==> src/rtl/lod_pkg.sv <==
// Shared constants and result bundle for the leading-one detector
// and the log converter that consumes it.
package lod_pkg;

    localparam int DEF_LOG2_WIDTH = 4;
    localparam int DEF_WIDTH      = 2 ** DEF_LOG2_WIDTH;
    localparam int DEF_GROUP_W    = 4;
    localparam int DEF_NGRP       = DEF_WIDTH / DEF_GROUP_W;

    typedef struct packed {
        logic [DEF_WIDTH-1:0]      operand;
        logic [DEF_LOG2_WIDTH-1:0] k;
        logic                      zero;
    } lod_res_t;

endpackage

==> src/rtl/lod_group.sv <==
// Combinational priority encoder for one operand group:
// reports whether any bit is set and the local MSB index.
module lod_group #(
    parameter int GROUP_W = 4,
    parameter int IDX_W   = (GROUP_W > 1) ? $clog2(GROUP_W) : 1
) (
    input  logic [GROUP_W-1:0] grp_i,
    output logic               nz_o,
    output logic [IDX_W-1:0]   idx_o
);

    assign nz_o = |grp_i;

    // Highest set bit wins; index stays 0 for an all-zero group
    always_comb begin
        idx_o = '0;
        for (int i = 0; i < GROUP_W; i++) begin
            if (grp_i[i]) idx_o = IDX_W'(i);
        end
    end

endmodule

==> src/rtl/lod_pipe.sv <==
// Two-stage leading-one detector: S1 encodes per-group MSBs,
// S2 picks the highest non-zero group and forms K.
module lod_pipe
    import lod_pkg::*;
#(
    parameter int LOG2_WIDTH = DEF_LOG2_WIDTH,
    parameter int WIDTH      = 2 ** LOG2_WIDTH,
    parameter int GROUP_W    = DEF_GROUP_W
) (
    input  logic                  clk,
    input  logic                  rst,
    input  logic                  in_valid,
    output logic                  in_ready,
    input  logic [WIDTH-1:0]      in_operand,
    output logic                  out_valid,
    input  logic                  out_ready,
    output logic [WIDTH-1:0]      out_operand,
    output logic [LOG2_WIDTH-1:0] out_k,
    output logic                  out_zero
);

    localparam int NGRP  = WIDTH / GROUP_W;
    localparam int IDX_W = (GROUP_W > 1) ? $clog2(GROUP_W) : 1;

    logic                            s1_valid_q;
    logic                            s1_valid_d;
    logic [WIDTH-1:0]                s1_op_q;
    logic [NGRP-1:0]                 s1_nz_q;
    logic [NGRP-1:0][IDX_W-1:0]      s1_idx_q;
    logic [NGRP-1:0]                 grp_nz_d;
    logic [NGRP-1:0][IDX_W-1:0]      grp_idx_d;

    logic                            s2_valid_q;
    logic                            s2_valid_d;
    logic [WIDTH-1:0]                s2_op_q;
    logic [LOG2_WIDTH-1:0]           s2_k_q;
    logic [LOG2_WIDTH-1:0]           s2_k_d;
    logic                            s2_zero_q;
    logic                            s2_zero_d;

    logic                            s1_adv;
    logic                            accept;

    assign s1_adv   = !s2_valid_q || out_ready;
    assign in_ready = !s1_valid_q || s1_adv;
    assign accept   = in_valid && in_ready;

    assign out_valid   = s2_valid_q;
    assign out_operand = s2_op_q;
    assign out_k       = s2_k_q;
    assign out_zero    = s2_zero_q;

    for (genvar g = 0; g < NGRP; g++) begin : g_grp
        lod_group #(
            .GROUP_W (GROUP_W),
            .IDX_W   (IDX_W)
        ) u_grp (
            .grp_i (in_operand[g*GROUP_W +: GROUP_W]),
            .nz_o  (grp_nz_d[g]),
            .idx_o (grp_idx_d[g])
        );
    end

    // Next valid bits: S1 fills on accept, empties when it drains
    always_comb begin
        s1_valid_d = s1_valid_q;
        s2_valid_d = s2_valid_q;
        if (accept) begin
            s1_valid_d = 1'b1;
        end else if (s1_adv) begin
            s1_valid_d = 1'b0;
        end
        if (s1_adv) begin
            s2_valid_d = s1_valid_q;
        end
    end

    // Highest non-zero group supplies the upper K bits
    always_comb begin
        s2_k_d = '0;
        for (int g = 0; g < NGRP; g++) begin
            if (s1_nz_q[g]) begin
                s2_k_d = LOG2_WIDTH'(g * GROUP_W)
                       | LOG2_WIDTH'(s1_idx_q[g]);
            end
        end
        s2_zero_d = ~|s1_nz_q;
    end

    // S1 register: operand and per-group encodings
    always_ff @(posedge clk) begin
        if (rst) begin
            s1_valid_q <= 1'b0;
            s1_op_q    <= '0;
            s1_nz_q    <= '0;
            s1_idx_q   <= '0;
        end else begin
            s1_valid_q <= s1_valid_d;
            if (accept) begin
                s1_op_q  <= in_operand;
                s1_nz_q  <= grp_nz_d;
                s1_idx_q <= grp_idx_d;
            end
        end
    end

    // S2 register: result presented to the converter
    always_ff @(posedge clk) begin
        if (rst) begin
            s2_valid_q <= 1'b0;
            s2_op_q    <= '0;
            s2_k_q     <= '0;
            s2_zero_q  <= 1'b0;
        end else begin
            s2_valid_q <= s2_valid_d;
            if (s1_adv && s1_valid_q) begin
                s2_op_q   <= s1_op_q;
                s2_k_q    <= s2_k_d;
                s2_zero_q <= s2_zero_d;
            end
        end
    end

endmodule
==> config.mk <==
export PLATFORM = sky130hd
export DESIGN_NAME = lod_pipe
export DESIGN_NICKNAME = d
export VERILOG_FILES = /design/src/rtl/lod_pkg.sv /design/src/rtl/lod_group.sv /design/src/rtl/lod_pipe.sv
export SDC_FILE = /design/constraint.sdc
export NUM_CORES = 1
export LEC_CHECK = 0
export ABC_AREA = 1
export CAP_MARGIN = 10
export CELL_PAD_IN_SITES_DETAIL_PLACEMENT = 1
export CELL_PAD_IN_SITES_GLOBAL_PLACEMENT = 1
export CORE_AREA = 2 2 84 86
export DETAILED_ROUTE_END_ITERATION = 8
export DIE_AREA = 0 0 86 88
export PLACE_DENSITY_LB_ADDON = 0.1
export SLEW_MARGIN = 20
export SYNTH_ARGS = -nofsm -noshare
export SYNTH_HDL_FRONTEND = slang
export SYNTH_SLANG_ARGS = --single-unit
export TNS_END_PERCENT = 30
==> constraint.sdc <==
create_clock -name clk -period 0.95 [get_ports clk]
set_input_delay 0.19 -clock clk [delete_from_list [all_inputs] [get_ports clk]]
set_output_delay 0.19 -clock clk [all_outputs]
set_load 0.05 [all_outputs]
Word-level counts from Yosys, hierarchy flattened. Index checks and enable logic that the tools add are counted.

Bits in registers: 51. Bits of input ports: 20. Output and inout bits: 23. Word-level logic and storage cells: 42.

Reductions and logical operators: 13. Muxes and demuxes: 18.

Operators by type and width (count): 4-bit OR reduction (5); 2-bit 2-to-1 mux (9); 4-bit 2-to-1 mux (3); 1-bit 2-to-1 mux (6); 1-bit logical NOT (3); 1-bit logical AND (2); 1-bit logical OR (2); 2-bit nonzero test (1).

Depth between registers and ports, before layout.
Depth in word-level cells: 5. Depth in mapped cells: 7. Mapped depth without buffers: 6.

By module. Synthesis repeated with hierarchy kept, for this count alone.

Cells, all modules: 282. Area total of the unflattened synthesis: 2003.2 um2.

By module, submodules not included: lod_pipe (cells an instance 250, area an instance 1873.0 um2, sequential area each 1021.0 um2, instances 1); lod_group (cells an instance 8, area an instance 32.5 um2, sequential area each 0.0 um2, instances 4).

Worst setup path after synthesis. Ideal clock, no wire load.

Path type: reg-to-reg. Start point: reg s2_valid_q, in the netlist out_valid. End point: reg s1_op_q[0]. Arrival: 1319 ps. Data required time: 834 ps. Slack: -485 ps. Path buffers: 1. Clock period less this slack: 1435 ps. Stages on the path, launching flop included: 7. Setup time: 116 ps. Cell sequence: dfxtp_1 -> nand3_2 -> nand2_1 -> buf_6 -> inv_1 -> nor2_1 -> nor2_1.

Word-level cells in the longest chain between the ends: 4.

Ends and longest elaborated chain: from (decl) (RTL line lod_pipe.sv:33) `logic s2_valid_q;`; from (signal assigned) (RTL line lod_pipe.sv:115) `s2_valid_q <= s2_valid_d;`; 1-bit logical NOT (RTL line lod_pipe.sv:44) `assign s1_adv = !s2_valid_q || out_ready;`; 1-bit logical OR (RTL line lod_pipe.sv:44); 1-bit logical OR (RTL line lod_pipe.sv:45) `assign in_ready = !s1_valid_q || s1_adv;`; 1-bit logical AND (RTL line lod_pipe.sv:46) `assign accept = in_valid && in_ready;`; to (signal assigned) (RTL line lod_pipe.sv:100) `s1_op_q <= in_operand;`; to (decl) (RTL line lod_pipe.sv:27) `logic [WIDTH-1:0] s1_op_q;`.

No other way between the ends. A chain may end at the register's enable or synchronous reset.

Worst setup path after layout.
Start point: reg s2_valid_q, in the netlist out_valid. End point: reg s1_nz_q[2].

Word-level cells in the longest chain between the ends: 4.

Ends and longest elaborated chain: 1-bit logical NOT (RTL line lod_pipe.sv:44); 1-bit logical OR (RTL line lod_pipe.sv:44); 1-bit logical OR (RTL line lod_pipe.sv:45); 1-bit logical AND (RTL line lod_pipe.sv:46); to (signal assigned) (RTL line lod_pipe.sv:101) `s1_nz_q <= grp_nz_d;`; to (decl) (RTL line lod_pipe.sv:28) `logic [NGRP-1:0] s1_nz_q;`.

No other way between the ends.

==> out/qor.yml <==
fin_nets: 380
grt-ovfl-total: 0
slew_viol_final: 0
portBuffers: 42
grt_max_degree: 25
violations: "setup timing"
area_delta_synth_final_pct: 72.9
yosysSeqAreaShare: 0.498
worstSetupStartpointType: "flip-flop"
finalSetupViolations: 74
placed_cells: 420
synth_area_per_cell_um2: 6.98
power_mw: 5.54
worst-r2r-cell-count: 7
cp-end-kind: "flip-flop"
rows: 30
syn_nets: 314
post-dp-hpwl_mm: 4.02
hp-start: "s1_op_q[9]"
grt_pass1_vias: 1876
yosys_warnings: 0
diodes: 0
status: "finished, violations left"
r2r_end: "s1_nz_q[2]"
critPathRequiredTime_ps: 1160
clock_path_buffers: 2
die_area_um2: 7570
io-pin-count: 43
worstSkewPairLatency_ps: 300
wl_per_cell_um: 14.1
cts_sinks: 51
reg2reg_slack_ps: -290
firstDrtPassIters: 4
place.gp.congestion: 0.760
synthCells: 294
fin_skew_ps: 4.30
min_to: "s1_op_q[9]"
cts_made_buffers: 5
crit-reg2reg-launch: "out_valid"
crit_type: "reg -> reg"
grt_antenna_before_repair: 0
instances_no_fill: 441
worstMarginPinSlew_ps: 288
core_area_um2: 6640
clock.fmax_mhz: 803
ys.flop_type: "dfxtp_1"
critPathMaxFanout: 5
synth.top_cell.area_share: 0.498
synthTopCellsByCount: "nor2_1, nand2_1, dfxtp_1"
cts_tree: "built"
synthArstFlopShare: 0
p_leak_nw: 1.52
drt_wl_total_mm: 6.23
grt_pass1_wl_mm: 9.61
drtAntennaViolNets: 0
synth_area_um2: 2050
hold_viol_final: 0
grt_usage: 0.164
dp_slack_ps: -495
relSlewSlack: 0.808
yosys-top-cells-area: "dfxtp_1, nor2_1, nand2_1"
hold_path.class: "reg -> reg"
cts_htree_levels: 2
post-route-drc-count: 0
drive_gt1_frac: 0.366
yosys.area.top_type: "dfxtp_1"
ir_worst_vdd_uv: 651
cap_violations: 0
die_w_um: 86
final_design_area_no_fill_um2: 3550
drt_iter0_markers: 30
powerDensity_nw_per_um2: 1560
period_minus_slack_ps: 1240
hold_depth: 2
vias: 2003
placed_cell_area_um2: 2920
yosysUniqueCellTypes: 16
arrival_ps: 1450
postCtsHoldBufs: 0
yosysMostFrequentCell: "nor2_1"
start_util: 0.309
ys_ff_latch: 51
finalCritPeriodShare: 1.31
clk_pin_slew_ps: 100
die_h_um: 88
setup_slack_ps: -295
rsz0062_at_grt: "yes"
clockRootBuffer: "clkbuf_8"
post_drt_via_cell_ratio: 4.54
synth_edf_count: 0
## worst max-delay path by stage
stage | from | to | slack [ps] | cells after the start
2_1_floorplan | out_valid | out_operand[10] | -140 | 6
3_3_place_gp | out_ready | s1_idx_q[1] | -460 | 8
5_1_grt | out_valid | s1_nz_q[2] | -340 | 7
3_5_place_dp | out_ready | s1_nz_q[1] | -500 | 8
6_report | out_valid | s1_nz_q[2] | -290 | 7
4_1_cts | out_valid | in_ready | -280 | 3
## per-layer routing
layer	global-route usage	routed length [um]	vias up
li1	-	-	1043
met3	0.0283	128	8
met1	0.203	2730	928
met5	0	0	-
met4	0.0433	77	0
met2	0.295	3290	24
## logic make-up (layout without fill, tap and decap cells)
kind of cell           after synthesis  count (layout)  share of synthesized area
and+or+nand+nor                    158             158                      0.303
DFF                                 51              51                      0.498
AOI/OAI and AO/OA                   44              44                      0.107
buffers and inverters               41             108                     0.0915
## registers in the layout, indices dropped and copies added, names as in the netlist
signal       flops
out_k            4
s1_idx_q         8
out_operand     16
out_zero         1
out_valid        1
s1_valid_q       1
s1_nz_q          4
s1_op_q         16
## repair_timing
| action | CTS | global route |
|---|---|---|
| setup buffers | 4 | 4 |
| resized for setup | 78 | 34 |
| cloned | 5 | 0 |
| setup endpoints to repair | 74 | 74 |
| pin swaps | 4 | 3 |
## report_power, final
group / internal, mW / total [mW] / switching (mW)
clock: 1.05 / 1.79 / 0.737
combinational: 0.662 / 1.34 / 0.675
sequential: 2.29 / 2.41 / 0.124
## metrics by stage
step,utilization,setup TNS [ps],hold WS (ps)
6_report,0.534,-11220,466
5_1_grt,0.534,-14820,478
4_1_cts,0.510,-10450,449
3_5_place_dp,0.440,-22390,452
3_3_place_gp,0.440,-21550,448
2_1_floorplan,-,-5580,336
## cells in the final DEF, fill, tap and decap left out, types with 3 or more instances in the layout
cell / synthesis / final
buf_12: 0 / 32
nor2_2: 0 / 16
buf_16: 0 / 5
a21oi_2: 0 / 10
dfxtp_2: 0 / 16
o21ai_1: 5 / 12
a21oi_1: 18 / 8
dfxtp_1: 51 / 28
clkdlybuf4s50_1: 0 / 17
inv_1: 25 / 23
nor2_1: 78 / 59
o21ai_0: 21 / 5
nor2_4: 0 / 3
nand2_1: 62 / 59
nand3_1: 16 / 16
dfxtp_4: 0 / 7
o21ai_2: 0 / 9
buf_4: 0 / 15
clkbuf_8: 0 / 5
## worst max-delay path, stage by stage (launching register included)
cell and delay (ps):
dfxtp_4 370, nand3_4 90, buf_4 140, nand2_8 90, buf_12 150, buf_16 120
nor2_1 120, nor2_1 70
## layout make-up
| class | count | area, um2 |
|---|---|---|
| Fill cell | 783 | 3100 |
| Timing Repair Buffer | 73 | 1100 |
| Sequential cell | 51 | 1070 |
| Multi-Input combinational cell | 202 | 1020 |
| Inverter | 27 | 119 |
| Tap cell | 80 | 100 |
| Clock buffer | 5 | 68.8 |
| Clock inverter | 3 | 66.3 |
Power figures use the tool's default switching activity.
